[config.mk]
export PLATFORM = sky130hd
export DESIGN_NAME = vga_scan_gen
export DESIGN_NICKNAME = d
export VERILOG_FILES = /design/src/rtl/vga_pkg.sv /design/src/rtl/vga_pixel_tick.sv /design/src/rtl/vga_scan_gen.sv
export SDC_FILE = /design/constraint.sdc
export NUM_CORES = 1
export LEC_CHECK = 0
export BUFFER_PORTS_ARGS = -buffer_cell sky130_fd_sc_hd__buf_2
export CORE_MARGIN = 2
export CORE_UTILIZATION = 33
export CTS_CLUSTER_DIAMETER = 100
export DETAILED_ROUTE_END_ITERATION = 8
export PLACE_DENSITY = 0.59
export SLEW_MARGIN = 10
export SYNTH_ARGS = -nofsm -noshare
export SYNTH_HDL_FRONTEND = slang
export SYNTH_SLANG_ARGS = --single-unit
[constraint.sdc]
create_clock -name clk -period 6 [get_ports clk]
set_input_delay 1.2 -clock clk [delete_from_list [all_inputs] [get_ports clk]]
set_output_delay 1.2 -clock clk [all_outputs]
set_load 0.01 [all_outputs]
[src/rtl/vga_pkg.sv]
// Shared VGA timing defaults, bus widths and colour field positions for the
// scan generator and its pixel-tick divider.
package vga_pkg;
  localparam int COORD_W = 10;
  localparam int RGB_W   = 12;

  localparam int DEF_H_DISPLAY = 640;
  localparam int DEF_H_FRONT   = 16;
  localparam int DEF_H_SYNC    = 96;
  localparam int DEF_H_BACK    = 48;
  localparam int DEF_V_DISPLAY = 480;
  localparam int DEF_V_FRONT   = 10;
  localparam int DEF_V_SYNC    = 2;
  localparam int DEF_V_BACK    = 33;

  localparam int DEF_H_TOTAL = DEF_H_DISPLAY + DEF_H_FRONT + DEF_H_SYNC + DEF_H_BACK;
  localparam int DEF_V_TOTAL = DEF_V_DISPLAY + DEF_V_FRONT + DEF_V_SYNC + DEF_V_BACK;

  // rgb_in layout is {R, G, B}, four bits each
  localparam int R_HI = 11;
  localparam int R_LO = 8;
  localparam int G_HI = 7;
  localparam int G_LO = 4;
  localparam int B_HI = 3;
  localparam int B_LO = 0;

  typedef struct packed {
    logic hsync;
    logic vsync;
    logic video;
  } stage1_t;

  localparam stage1_t STAGE1_RST = '{hsync: 1'b1, vsync: 1'b1, video: 1'b0};
endpackage

[src/rtl/vga_pixel_tick.sv]
// Pixel-rate enable: one clk wide pulse every CLK_DIV system clocks.
module vga_pixel_tick #(
  parameter int CLK_DIV = 4
) (
  input  logic clk,
  input  logic rst_n,
  output logic pix_tick
);
  localparam int DIV_W = (CLK_DIV > 1) ? $clog2(CLK_DIV) : 1;
  localparam logic [DIV_W-1:0] DIV_LAST = DIV_W'(CLK_DIV - 1);

  logic [DIV_W-1:0] div_cnt;

  always_ff @(posedge clk or negedge rst_n) begin
    if (!rst_n) begin
      div_cnt <= '0;
    end else if (div_cnt == DIV_LAST) begin
      div_cnt <= '0;
    end else begin
      div_cnt <= div_cnt + 1'b1;
    end
  end

  assign pix_tick = (div_cnt == DIV_LAST);
endmodule

[src/rtl/vga_scan_gen.sv]
// VGA scan generator: h/v counters, map-window coordinates for the renderer,
// and a one-tick output stage that aligns blanked colour with the syncs.
module vga_scan_gen
  import vga_pkg::*;
#(
  parameter int H_DISPLAY    = DEF_H_DISPLAY,
  parameter int H_FRONT      = DEF_H_FRONT,
  parameter int H_SYNC       = DEF_H_SYNC,
  parameter int H_BACK       = DEF_H_BACK,
  parameter int V_DISPLAY    = DEF_V_DISPLAY,
  parameter int V_FRONT      = DEF_V_FRONT,
  parameter int V_SYNC       = DEF_V_SYNC,
  parameter int V_BACK       = DEF_V_BACK,
  parameter int CLK_DIV      = 4,
  parameter int MAP_ORIGIN_X = 270,
  parameter int MAP_ORIGIN_Y = 190,
  parameter int MAP_WIDTH_X  = 100,
  parameter int MAP_WIDTH_Y  = 100
) (
  input  logic               clk,
  input  logic               rst_n,
  output logic               pix_tick,
  output logic [COORD_W-1:0] pix_x,
  output logic [COORD_W-1:0] pix_y,
  output logic               video_on,
  output logic [COORD_W-1:0] map_x,
  output logic [COORD_W-1:0] map_y,
  output logic               map_on,
  input  logic [RGB_W-1:0]   rgb_in,
  output logic               vga_hsync,
  output logic               vga_vsync,
  output logic [3:0]         vga_r,
  output logic [3:0]         vga_g,
  output logic [3:0]         vga_b,
  output logic               frame_start
);
  localparam int H_TOTAL = H_DISPLAY + H_FRONT + H_SYNC + H_BACK;
  localparam int V_TOTAL = V_DISPLAY + V_FRONT + V_SYNC + V_BACK;

  localparam logic [COORD_W-1:0] H_LAST   = COORD_W'(H_TOTAL - 1);
  localparam logic [COORD_W-1:0] V_LAST   = COORD_W'(V_TOTAL - 1);
  localparam logic [COORD_W-1:0] H_VIS    = COORD_W'(H_DISPLAY);
  localparam logic [COORD_W-1:0] V_VIS    = COORD_W'(V_DISPLAY);
  localparam logic [COORD_W-1:0] HS_START = COORD_W'(H_DISPLAY + H_FRONT);
  localparam logic [COORD_W-1:0] HS_END   = COORD_W'(H_DISPLAY + H_FRONT + H_SYNC);
  localparam logic [COORD_W-1:0] VS_START = COORD_W'(V_DISPLAY + V_FRONT);
  localparam logic [COORD_W-1:0] VS_END   = COORD_W'(V_DISPLAY + V_FRONT + V_SYNC);
  localparam logic [COORD_W-1:0] MX_LO    = COORD_W'(MAP_ORIGIN_X);
  localparam logic [COORD_W-1:0] MX_HI    = COORD_W'(MAP_ORIGIN_X + MAP_WIDTH_X);
  localparam logic [COORD_W-1:0] MY_LO    = COORD_W'(MAP_ORIGIN_Y);
  localparam logic [COORD_W-1:0] MY_HI    = COORD_W'(MAP_ORIGIN_Y + MAP_WIDTH_Y);

  logic [COORD_W-1:0] h_cnt;
  logic [COORD_W-1:0] v_cnt;
  logic               h_wrap;
  logic               v_wrap;
  logic               hs_raw;
  logic               vs_raw;
  stage1_t            s1;
  logic [RGB_W-1:0]   rgb_q;

  vga_pixel_tick #(.CLK_DIV(CLK_DIV)) u_tick (
    .clk      (clk),
    .rst_n    (rst_n),
    .pix_tick (pix_tick)
  );

  assign h_wrap = (h_cnt == H_LAST);
  assign v_wrap = (v_cnt == V_LAST);

  always_ff @(posedge clk or negedge rst_n) begin
    if (!rst_n) begin
      h_cnt <= '0;
      v_cnt <= '0;
    end else if (pix_tick) begin
      if (h_wrap) begin
        h_cnt <= '0;
        v_cnt <= v_wrap ? '0 : v_cnt + 1'b1;
      end else begin
        h_cnt <= h_cnt + 1'b1;
      end
    end
  end

  // Renderer interface: no handshake. map_x/map_y/map_on change right after
  // each tick edge; rgb_in is sampled on the next tick edge only.
  always_comb begin
    video_on = (h_cnt < H_VIS) && (v_cnt < V_VIS);
    map_on   = video_on && (h_cnt >= MX_LO) && (h_cnt < MX_HI)
                        && (v_cnt >= MY_LO) && (v_cnt < MY_HI);
    map_x    = '0;
    map_y    = '0;
    if (map_on) begin
      map_x = h_cnt - MX_LO;
      map_y = v_cnt - MY_LO;
    end
    hs_raw = !((h_cnt >= HS_START) && (h_cnt < HS_END));
    vs_raw = !((v_cnt >= VS_START) && (v_cnt < VS_END));
  end

  assign pix_x = h_cnt;
  assign pix_y = v_cnt;

  // The video bit travels with the syncs so blanking lines up with rgb_q.
  always_ff @(posedge clk or negedge rst_n) begin
    if (!rst_n) begin
      s1          <= STAGE1_RST;
      rgb_q       <= '0;
      frame_start <= 1'b0;
    end else begin
      frame_start <= pix_tick && h_wrap && v_wrap;
      if (pix_tick) begin
        s1    <= '{hsync: hs_raw, vsync: vs_raw, video: video_on};
        rgb_q <= rgb_in;
      end
    end
  end

  assign vga_hsync = s1.hsync;
  assign vga_vsync = s1.vsync;
  assign vga_r     = s1.video ? rgb_q[R_HI:R_LO] : 4'h0;
  assign vga_g     = s1.video ? rgb_q[G_HI:G_LO] : 4'h0;
  assign vga_b     = s1.video ? rgb_q[B_HI:B_LO] : 4'h0;
endmodule
Word level (Yosys, flattened, before mapping):

Cells that the tools add are included.

* add/sub/neg operators: 5
* magnitude comparators: 10
* equality and inequality tests: 3
* multiplexer cells: 8
* reductions and logical operators: 12

Operators with widths (number)
* $lt A10 B9 Y1 const B: 4
* $mux W10: 4
* $add A10 B1 Y10 const B: 2
* $eq A10 B10 Y1 const B: 2
* $ge A10 B9 Y1 const B: 2
* $lt A10 B10 Y1 const B: 2
* $mux W4: 3
* $ge A10 B10 Y1 const B: 1
* $ge A10 B8 Y1 const B: 1
* $sub A10 B8 Y10 const B: 1
* $sub A10 B9 Y10 const B: 1
* $logic_and A1 B1 Y1: 9
* $add A2 B1 Y2 const B: 1
* $eq A2 B2 Y1 const B: 1
* $logic_not A1 Y1: 2
* $mux W2: 1
* $reduce_and A2 Y1: 1

* flip-flop bits (word level): 38
* input bits: 14
* output and inout port bits: 58
* logic and storage cells: 46

Logic depth before layout (Yosys ltp):

Gate-level depths: netlist of run 1.

* depth in word-level cells: 7
* depth in mapped cells: 6
* mapped depth without buffers: 6

Cells and area by module:

A second synthesis of run 1 with hierarchy kept.

* cells, all modules: 259
* area, all modules: 2338.5 um^2

Modules (own cells, without submodules)
* vga_scan_gen: times used 1, cells an instance 255, area an instance 2272.2 um^2
* vga_pixel_tick: times used 1, cells an instance 4, area an instance 66.3 um^2

Least setup slack after synthesis of run 1:

Ideal clock, no wire load.

* path type: register to output
* start: register h_cnt[2], in the netlist pix_x[2]
* end: output map_y[8]
* data arrival time: 1.793 ns
* required time: 4.800 ns
* path slack: 3.007 ns
* stages on the path, launching flop included: 6
* cells stage by stage: dfrtp_1 > ha_1 > nand2_1 > o2111ai_1 > nand4b_1 > a2111oi_0

* longest elaborated chain between the ends: 7

RTL lines
* from (decl): RTL line vga_scan_gen.sv:53 `logic [COORD_W-1:0] h_cnt;`
* from (signal assigned): RTL line vga_scan_gen.sv:80 `h_cnt <= h_cnt + 1'b1;`
* $lt A10 B10 Y1: RTL line vga_scan_gen.sv:88 `video_on = (h_cnt < H_VIS) && (v_cnt < V_VIS);`
* $logic_and A1 B1 Y1: RTL line vga_scan_gen.sv:88
* $logic_and A1 B1 Y1: RTL line vga_scan_gen.sv:89 `map_on = video_on && (h_cnt >= MX_LO) && (h_cnt < MX_HI)`
* $logic_and A1 B1 Y1 (*): RTL line vga_scan_gen.sv:89
* $logic_and A1 B1 Y1 (*) (2 in a row): RTL line vga_scan_gen.sv:90 `&& (v_cnt >= MY_LO) && (v_cnt < MY_HI);`
* $mux W10 (*): RTL line vga_scan_gen.sv:93 `if (map_on) begin`
* to (decl): RTL line vga_scan_gen.sv:27 `output logic [COORD_W-1:0] map_y,`

Mark *: on every way between the ends. The rest lies on a longest branch, timed or not.

Worst setup path after layout of run 1:

Same ends and word-level chain as after synthesis.

==> results of run 1 <==
registers in the layout, summed over array words and instances, names as in the netlist:
register and flops:
u_tick.div_cnt 2, vga_vsync 1, frame_start 1, rgb_q 12
pix_y 10, vga_hsync 1, s1 1, pix_x 10
report_power, final:
group / switching [mW] / internal [mW] / leakage (nW)
Combinational: 0.0114 / 0.0106 / 0.850
Sequential: 0.00190 / 0.260 / 0.477
Clock: 0.0954 / 0.0807 / 0.0450
cell families (layout without fill, tap and decap cells):
kind of cell	after synthesis	in the layout	synth area share [%]
buf+inv	28	88	7.45
compound gates	36	36	10.3
flops	38	38	38.9
mux	14	14	6.43
xor+xnor	19	19	6.79
fa+ha+maj	8	8	4.08
simple gates	107	107	26.0
worst register-to-register path: stages (launching register included):
cell and delay (ns):
dfrtp_1 0.36, ha_1 0.58, buf_4 0.32, nand4_4 0.21, nor3_4 0.33, nand4_1 0.16, mux2_1 0.34
routing by layer:
layer	track usage (%)	share of wire, %
met4	3.85	0.83
met1	20.3	47
met3	4.95	7.5
met2	22.9	45
met5	0	0
worst paths after layout:
check	endpoint	slack, ns	depth (start not counted)
max reg2reg	pix_y[4]$_DFFE_PN0P_	3.60	6
min reg2reg	u_tick.div_cnt[0]$_DFF_PN0_	0.44	1
min in group asynchronous	rgb_q[11]$_DFFE_PN0P_	1.02	1
max in group asynchronous	pix_x[8]$_DFFE_PN0P_	4.44	1
max	map_y[8]	1.81	6
min	u_tick.div_cnt[0]$_DFF_PN0_	0.44	1
placed cells by master (no fill, tap or decap), drive strengths merged, types with 3 or more instances in the layout:
cell type	instances
a21o	3
nand3	7
xor2	9
o21ai	9
nand4	9
clkbuf	6
nand2	17
nor2	16
nand3b	4
nor3	24
dfrtp	36
nor4	4
buf	72
a21oi	8
xnor2	10
a31oi	4
inv	8
o31ai	3
ha	8
mux2	14
nand2b	3
and2	12
layout make-up:
class | count | area (µm²) | area share, %
Sequential cell | 38 | 953 | 33.2
Tap cell | 99 | 124 | 4.32
Clock inverter | 2 | 10.0 | 0.349
Clock buffer | 6 | 72.6 | 2.53
Inverter | 8 | 30.0 | 1.05
Multi-Input combinational cell | 184 | 1320 | 45.9
Timing Repair Buffer | 72 | 363 | 12.7
==> flow_metrics.env, run 1 <==
export IMPL_post_layout_nonfiller_instances=409
export IMPL_starting_utilization_of_the_core_area_pct=34.0
export IMPL_endpoint_kind="output port"
export IMPL_die_width_um=90.2
export IMPL_number_of_flops_mapped_to_enable_cells_by_yosys=0
export IMPL_timing_slew_headroom_pct=29.6
export IMPL_ys_warnings=0
export IMPL_postSynthCellCount=250
export IMPL_layout_core_utilization_pct=39.8
export IMPL_max_freq_ghz=0.239
export IMPL_required_time_worst_endpoint_ns=4.80
export IMPL_cts_resized=0
export IMPL_cts_tree="done"
export IMPL_ctsHtreeMaxLevel=2
export IMPL_vias=2016
export IMPL_ys_seq_elements=38
export IMPL_cp_cell_sequence="ha_1 > nand2_1 > o2111ai_1 > nand4b_1 > a2111oi_0 > buf_2"
export IMPL_finalHoldViolCount=0
export IMPL_layout_drive_gt1_share_pct=33.2
export IMPL_clock_sink_count=38
export IMPL_seq_area_frac_synth_pct=38.9
export IMPL_synth_largest_area_cell="dfrtp_1"
export IMPL_detail_route_iter0_violations=133
export IMPL_coreArea_mm2=0.00721
export IMPL_critical_path_startpoint_type="flip-flop"
export IMPL_crit_path_max_incr_delay_ns=0.71
export IMPL_holdWs_ns=0.440
export IMPL_crit_fanout=21
export IMPL_placed_cells=401
export IMPL_antenna_found_initial=0
export IMPL_cts_max_path_buffers=2
export IMPL_fin_skew_ns=0.00917
export IMPL_cts_setup_buffers=0
export IMPL_gp_routability_congestion=0.806
export IMPL_globalRouteTotalUtil_pct=14.9
export IMPL_synthFlopType="dfrtp_1"
export IMPL_tns_ns=0
export IMPL_fillers=751
export IMPL_cp_buffers_inverters=1
export IMPL_post_route_cell_area_mm2=0.00287
export IMPL_final_setup_viol_count=0
export IMPL_vias_per_cell=4.93
export IMPL_synth_cells_most_frequent="dfrtp_1, nor3_1, nand2_1, nor2_1, mux2_2"
export IMPL_power_per_cell_area_mw_per_mm2=160
export IMPL_cap_violations=0
export IMPL_synth_lib_cells_used_distinct=49
export IMPL_grt_max_degree=39
export IMPL_synth_async_sr_flop_share_pct=100
export IMPL_cell_area_after_synthesis_mm2=0.00245
export IMPL_synth_top_cell_area_share_pct=36.8
export IMPL_synth_most_common_cell="dfrtp_1"
export IMPL_synth_avg_cell_area_um2=9.80
export IMPL_insertion_delay_ns=0.30
export IMPL_die_area_mm2=0.00813
export IMPL_ys_top_cells_by_area="dfrtp_1, mux2_2, nor3_1, ha_1, xnor2_1"
export IMPL_overflow=0
export IMPL_design_portCount=72
export IMPL_setup_slack_ns=1.81
export IMPL_post_dp_hpwl_um=4300
export IMPL_final_period_utilization_pct=69.8
export IMPL_numCtsBuffers=5
export IMPL_dpl_instance_area_mm2=0.00279
export IMPL_antenna_cells_inserted=0
export IMPL_layout_area_overhead_vs_synth_pct=17.0
export IMPL_crit_reg2reg_launch="u_tick.div_cnt[0]$_DFF_PN0_"
export IMPL_setup_crit_path_kind="reg2out"
export IMPL_critical_path_top_delay_family="compound AO/OA/AOI/OAI gates"
export IMPL_worstSetupStartpoint="pix_x[2]$_DFFE_PN0P_"
export IMPL_root_buffer="clkbuf_8"
export IMPL_run_status="complete, no violations"
export IMPL_port_buffer_count=71
export IMPL_holdCritStartpoint="u_tick.div_cnt[0]$_DFF_PN0_"
export IMPL_hold_path_class="reg2reg"
export IMPL_grt_pass1_vias=1984
export IMPL_post_route_min_period_ns=4.19
export IMPL_antenna_left=0
export IMPL_wl_per_cell_um=14.7
export IMPL_worst_path_max_delay_cell="nand4b_1"
export IMPL_global_route_wire_length_before_repair_um=9970
export IMPL_net_count_after_synthesis=272
export IMPL_total_power_mw=0.460
export IMPL_post_cts_hold_buffer_count=0
export IMPL_worst_ep_arrival_time_ns=2.99
export IMPL_placementRows=31
export IMPL_drt_first_pass_iters=4
export IMPL_place_ws_ns=2.18
export IMPL_grt_setup_unrepaired="false"
export IMPL_drc_errors=0
export IMPL_cts_clk_slew_worst_paths_ns=0.08
export IMPL_tightest_slew_ns=1.05
export IMPL_ir_drop_mv=0.114
export IMPL_power_leakage_nw=1.37
export IMPL_floorplan_die_height_um=90.2
export IMPL_finalWirelength_um=6030
export IMPL_report_final_slew_viol_count=0
export IMPL_fin_nets=331
Note: power is estimated with default switching activity, not from simulation.
==> run 2: changes to the inputs <==
- PLACE_DENSITY: 0.59 -> 0.61
- clock period: 6 -> 3.7 ns (I/O delays scaled with it)
==> run 2 against run 1 <==
Against the previous run: sequential power grew 62%; worst setup slack lost 1.4 ns; sequential cell count is the same; count of clock-buffer cells in the layout grew 1; via count grew 5.1%; sequential share of layout area shrank 0.36 points; global-route usage is essentially flat; critical path depth is the same; design area grew 1.1%; total power grew 65%; core utilization grew 0.43 points; non-clock buffer count grew 3; highest routed layer unchanged.
==> flow_metrics.env, run 2 (same netlist as run 1, synthesis figures left out) <==
export IMPL_timing_reg2reg_setup_slack_ns=1.79
export IMPL_vias=2119
export IMPL_tns_ns=0
export IMPL_tightest_slew_ns=1.03
export IMPL_cts_tree="done"
export IMPL_gp_routability_congestion=0.751
export IMPL_wl_per_cell_um=14.3
export IMPL_drc_errors=0
export IMPL_setup_slack_ns=0.374
export IMPL_timing_slew_headroom_pct=31.1
export IMPL_r2r_worst_path_cells=5
export IMPL_report_final_slew_viol_count=0
export IMPL_post_route_min_period_ns=3.33
export IMPL_mostFrequentLayoutCell="buf_2"
export IMPL_cts_max_path_buffers=2
export IMPL_critical_path_startpoint_type="flip-flop"
export IMPL_worst_ep_arrival_time_ns=2.59
export IMPL_cp_buffers_inverters=1
export IMPL_finalHoldViolCount=0
export IMPL_grt_pass1_vias=1937
export IMPL_antenna_cells_inserted=0
export IMPL_regToRegEndpoint="pix_y[4]$_DFFE_PN0P_"
export IMPL_final_period_utilization_pct=89.9
export IMPL_largest_reg_flops=12
export IMPL_global_route_wire_length_before_repair_um=9920
export IMPL_placementRows=31
export IMPL_holdPathStages=1
export IMPL_max_freq_ghz=0.301
export IMPL_post_cts_hold_buffer_count=0
export IMPL_cp_cell_sequence="ha_1 > nand3b_1 > a21oi_1 > o41ai_4 > nor3_1 > buf_2"
export IMPL_insertion_delay_ns=0.29
export IMPL_finalWirelength_um=5870
export IMPL_globalRouteTotalUtil_pct=14.9
export IMPL_layout_area_overhead_vs_synth_pct=18.3
export IMPL_place_ws_ns=0.533
export IMPL_clock_sink_count=38
export IMPL_crit_reg2reg_launch="pix_x[0]$_DFFE_PN0P_"
export IMPL_fin_nets=334
export IMPL_fillers=767
export IMPL_ctsHtreeMaxLevel=2
export IMPL_vias_per_cell=5.14
export IMPL_crit_path_max_incr_delay_ns=0.83
export IMPL_power_leakage_nw=1.39
export IMPL_root_buffer="clkbuf_8"
export IMPL_grt_setup_unrepaired="false"
export IMPL_cts_resized=0
export IMPL_endpoint_kind="output port"
export IMPL_port_buffer_count=71
export IMPL_worst_path_max_delay_cell="o41ai_4"
export IMPL_ir_drop_mv=0.143
export IMPL_cap_violations=0
export IMPL_coreArea_mm2=0.00721
export IMPL_holdCritStartpoint="u_tick.div_cnt[0]$_DFF_PN0_"
export IMPL_required_time_worst_endpoint_ns=2.96
export IMPL_detail_route_iter0_violations=155
export IMPL_holdPathEnd="u_tick.div_cnt[0]$_DFF_PN0_"
export IMPL_layout_drive_gt1_share_pct=33.9
export IMPL_fin_skew_ns=0.00795
export IMPL_most_common_layout_cells="buf_2, dfrtp_1, nor3_1"
export IMPL_numCtsBuffers=5
export IMPL_overflow=0
export IMPL_setup_crit_path_kind="reg2out"
export IMPL_crit_fanout=19
export IMPL_drt_first_pass_iters=4
export IMPL_post_dp_hpwl_um=4230
export IMPL_design_portCount=72
export IMPL_floorplan_die_height_um=90.2
export IMPL_run_status="complete, no violations"
export IMPL_final_setup_viol_count=0
export IMPL_grt_max_degree=39
export IMPL_power_per_cell_area_mw_per_mm2=262
export IMPL_die_area_mm2=0.00813
export IMPL_antenna_left=0
export IMPL_critical_path_top_delay_family="compound AO/OA/AOI/OAI gates"
export IMPL_registers_top_by_ff_count="rgb_q"
export IMPL_starting_utilization_of_the_core_area_pct=34.0
export IMPL_die_width_um=90.2
export IMPL_cts_clk_slew_worst_paths_ns=0.08
export IMPL_antenna_found_initial=0
export IMPL_hold_path_class="reg2reg"
## run 2: worst max path at each step
| stage | from | cells past startpoint | end |
|---|---|---|---|
| 5_1_grt | pix_y[1]$_DFFE_PN0P_ | 6 | map_y[0] |
| 3_5_place_dp | pix_x[2]$_DFFE_PN0P_ | 7 | map_y[8] |
| 6_report | pix_y[1]$_DFFE_PN0P_ | 6 | map_x[2] |
| 4_1_cts | pix_x[2]$_DFFE_PN0P_ | 7 | map_y[8] |
| 3_3_place_gp | pix_x[2]$_DFFE_PN0P_ | 7 | map_y[8] |
| 2_1_floorplan | pix_x[2]$_DFFE_PN0P_ | 5 | map_y[8] |
## run 2: stage by stage
| stage | cells | utilization, % | power (mW) | hold WS, ns | instance area (µm²) |
|---|---|---|---|---|---|
| finish | 412 | 40.2 | 0.759 | 0.425 | 2900 |
| global route | 412 | 40.2 | 0.796 | 0.472 | 2900 |
| CTS | 411 | 40.1 | 0.772 | 0.430 | 2890 |
| detailed placement | 403 | 38.8 | 0.469 | 0.420 | 2800 |
| global placement | 403 | 38.8 | 0.468 | 0.416 | 2800 |
| floorplan | 250 | - | 0.446 | 0.403 | 2450 |
## run 2: what timing repair did
item,4_1_cts,5_1_grt
buffers inserted,0,1
setup endpoints to repair,0,1
hold endpoints to repair,0,0
## run 2: layout make-up
type                       count  area, µm²  area share, %
multi-input combinational    184       1320           45.4
sequential                    38        953           32.9
timing repair buffer          75        385           13.3
tap                           99        124           4.27
clock buffer                   7       86.3           2.98
inverter                       8       30.0           1.04
clock inverter                 1       5.00          0.173
## run 2: where the power goes
part,internal [mW],switching [mW]
Clock,0.151,0.149
Sequential,0.422,0.00288
Combinational,0.0172,0.0182
## run 2: layer usage
layer  GRT usage, %  vias to the layer above  share of wire, %
met2           21.6                       83                44
met4           3.46                        0              0.60
met1           21.6                     1018                47
met5              0                        -                 0
li1               -                     1013                 -
met3           4.69                        5               8.9
## run 2: worst reg2reg max path, stage by stage (launching register included)
cell	delay [ns]
dfrtp_1	0.47
ha_1	0.28
nand4_4	0.21
nor3_4	0.34
nand4_1	0.15
mux2_1	0.34
==> run 3: changes to the inputs <==
- MAX_ROUTING_LAYER: not set -> met4
==> run 3 against run 2 <==
Against the previous run: first-iteration DRC count is 3.2% lower; largest cell class unchanged; maximum frequency hardly changed; die area stayed put; highest routed layer unchanged; routed wire length is 0.39% higher; cell count stayed put; design area stayed put; clock power hardly changed; combinational power hardly changed.
==> flow_metrics.env, run 3 (same netlist as run 1, synthesis figures left out) <==
export IMPL_port_buffer_count=71
export IMPL_crit_fanout=19
export IMPL_tightest_slew_ns=1.03
export IMPL_detail_route_iter0_violations=150
export IMPL_global_route_wire_length_before_repair_um=9900
export IMPL_endpoint_kind="output port"
export IMPL_power_per_cell_area_mw_per_mm2=262
export IMPL_critical_path_top_delay_family="compound AO/OA/AOI/OAI gates"
export IMPL_layout_area_overhead_vs_synth_pct=18.3
export IMPL_tns_ns=0
export IMPL_timing_slew_headroom_pct=30.9
export IMPL_cts_tree="done"
export IMPL_vias_per_cell=5.09
export IMPL_drc_errors=0
export IMPL_placed_cells=403
export IMPL_cts_resized=0
export IMPL_cts_max_path_buffers=2
export IMPL_floorplan_die_height_um=90.2
export IMPL_critical_path_startpoint_type="flip-flop"
export IMPL_die_width_um=90.2
export IMPL_root_buffer="clkbuf_8"
export IMPL_final_period_utilization_pct=89.9
export IMPL_globalRouteTotalUtil_pct=15.3
export IMPL_die_area_mm2=0.00813
export IMPL_drt_first_pass_iters=4
export IMPL_antenna_found_initial=0
export IMPL_report_final_slew_viol_count=0
export IMPL_grt_max_degree=39
export IMPL_grt_pass1_vias=1940
export IMPL_post_layout_nonfiller_instances=412
export IMPL_mostFrequentLayoutCell="buf_2"
export IMPL_post_route_min_period_ns=3.33
export IMPL_design_portCount=72
export IMPL_fin_nets=334
export IMPL_coreArea_mm2=0.00721
export IMPL_wl_per_cell_um=14.3
export IMPL_post_dp_hpwl_um=4230
export IMPL_finalWirelength_um=5900
export IMPL_starting_utilization_of_the_core_area_pct=34.0
export IMPL_worst_path_max_delay_cell="o41ai_4"
export IMPL_crit_path_max_incr_delay_ns=0.84
export IMPL_antenna_cells_inserted=0
export IMPL_ir_drop_mv=0.143
export IMPL_max_freq_ghz=0.301
export IMPL_clock_sink_count=38
export IMPL_setup_crit_path_kind="reg2out"
export IMPL_finalHoldViolCount=0
export IMPL_final_setup_viol_count=0
export IMPL_grt_setup_unrepaired="false"
export IMPL_layout_drive_gt1_share_pct=33.9
export IMPL_antenna_left=0
export IMPL_most_common_layout_cells="buf_2, dfrtp_1, nor3_1"
export IMPL_placementRows=31
export IMPL_worst_ep_arrival_time_ns=2.59
export IMPL_cap_violations=0
export IMPL_fin_skew_ns=0.00806
export IMPL_gp_routability_congestion=0.761
export IMPL_vias=2099
export IMPL_insertion_delay_ns=0.29
export IMPL_largest_reg_flops=12
export IMPL_ctsHtreeMaxLevel=2
export IMPL_cp_cell_sequence="ha_1 > nand3b_1 > a21oi_1 > o41ai_4 > nor3_1 > buf_2"
export IMPL_hold_path_class="reg2reg"
export IMPL_cts_clk_slew_worst_paths_ns=0.08
export IMPL_required_time_worst_endpoint_ns=2.96
export IMPL_numCtsBuffers=5
export IMPL_post_cts_hold_buffer_count=0
export IMPL_run_status="complete, no violations"
export IMPL_cp_buffers_inverters=1
export IMPL_registers_top_by_ff_count="rgb_q"
export IMPL_power_leakage_nw=1.39
export IMPL_overflow=0
==> run 3: cell counts in the layout (fill, tap and decap cells not counted) <==
No cell type changed its count.
==> run 3: final timing paths <==
| check | startpoint | end | slack, ns | depth (start not counted) |
|---|---|---|---|---|
| min in group asynchronous | rst_n | rgb_q[1]$_DFFE_PN0P_ | 0.56 | 1 |
| setup reg to reg | pix_x[0]$_DFFE_PN0P_ | pix_y[4]$_DFFE_PN0P_ | 1.77 | 5 |
| max in group asynchronous | rst_n | pix_y[2]$_DFFE_PN0P_ | 2.60 | 1 |
| hold reg to reg | u_tick.div_cnt[0]$_DFF_PN0_ | u_tick.div_cnt[0]$_DFF_PN0_ | 0.43 | 1 |
| setup / recovery | pix_y[1]$_DFFE_PN0P_ | map_x[2] | 0.37 | 6 |
| hold / removal | u_tick.div_cnt[0]$_DFF_PN0_ | u_tick.div_cnt[0]$_DFF_PN0_ | 0.43 | 1 |
==> run 3: area by class of cell <==
cell class                      instances  area (µm²)
Clock buffer                            7        86.3
Clock inverter                          1        5.00
Fill cell                             767        4320
Inverter                                8        30.0
Multi-Input combinational cell        184        1320
Sequential cell                        38         953
Tap cell                               99         124
Timing Repair Buffer                   75         385
==> run 3: timing repair <==
action,4_1_cts,5_1_grt
setup endpoints to repair,0,1
hold endpoints to repair,0,0
buffers inserted,0,1
==> run 3: through the flow <==
stage | utilization [%] | area (µm²) | power [mW] | hold slack (ns) | worst slack [ns]
6_report | 40.2 | 2900 | 0.760 | 0.425 | 0.374
3_5_place_dp | 38.8 | 2800 | 0.469 | 0.420 | 0.533
4_1_cts | 40.1 | 2890 | 0.772 | 0.430 | 0.213
5_1_grt | 40.2 | 2900 | 0.795 | 0.472 | 0.153
2_1_floorplan | - | 2450 | 0.446 | 0.403 | 1.17
3_3_place_gp | 38.8 | 2800 | 0.468 | 0.416 | 0.577
==> run 3: routing by layer <==
| layer | GRT usage (%) | vias to the layer above | routed length, µm |
|---|---|---|---|
| li1 | - | 1010 | - |
| met1 | 21.8 | 1011 | 2850 |
| met2 | 21.6 | 74 | 2580 |
| met3 | 4.19 | 4 | 436 |
| met4 | 3.46 | 0 | 32 |
| met5 | - | - | 0 |
==> run 3: where the power goes <==
| part | internal, mW | total [mW] | switching, mW |
|---|---|---|---|
| clock network | 0.151 | 0.300 | 0.150 |
| logic | 0.0172 | 0.0355 | 0.0182 |
| registers | 0.422 | 0.425 | 0.00290 |
| total | 0.590 | 0.760 | 0.171 |
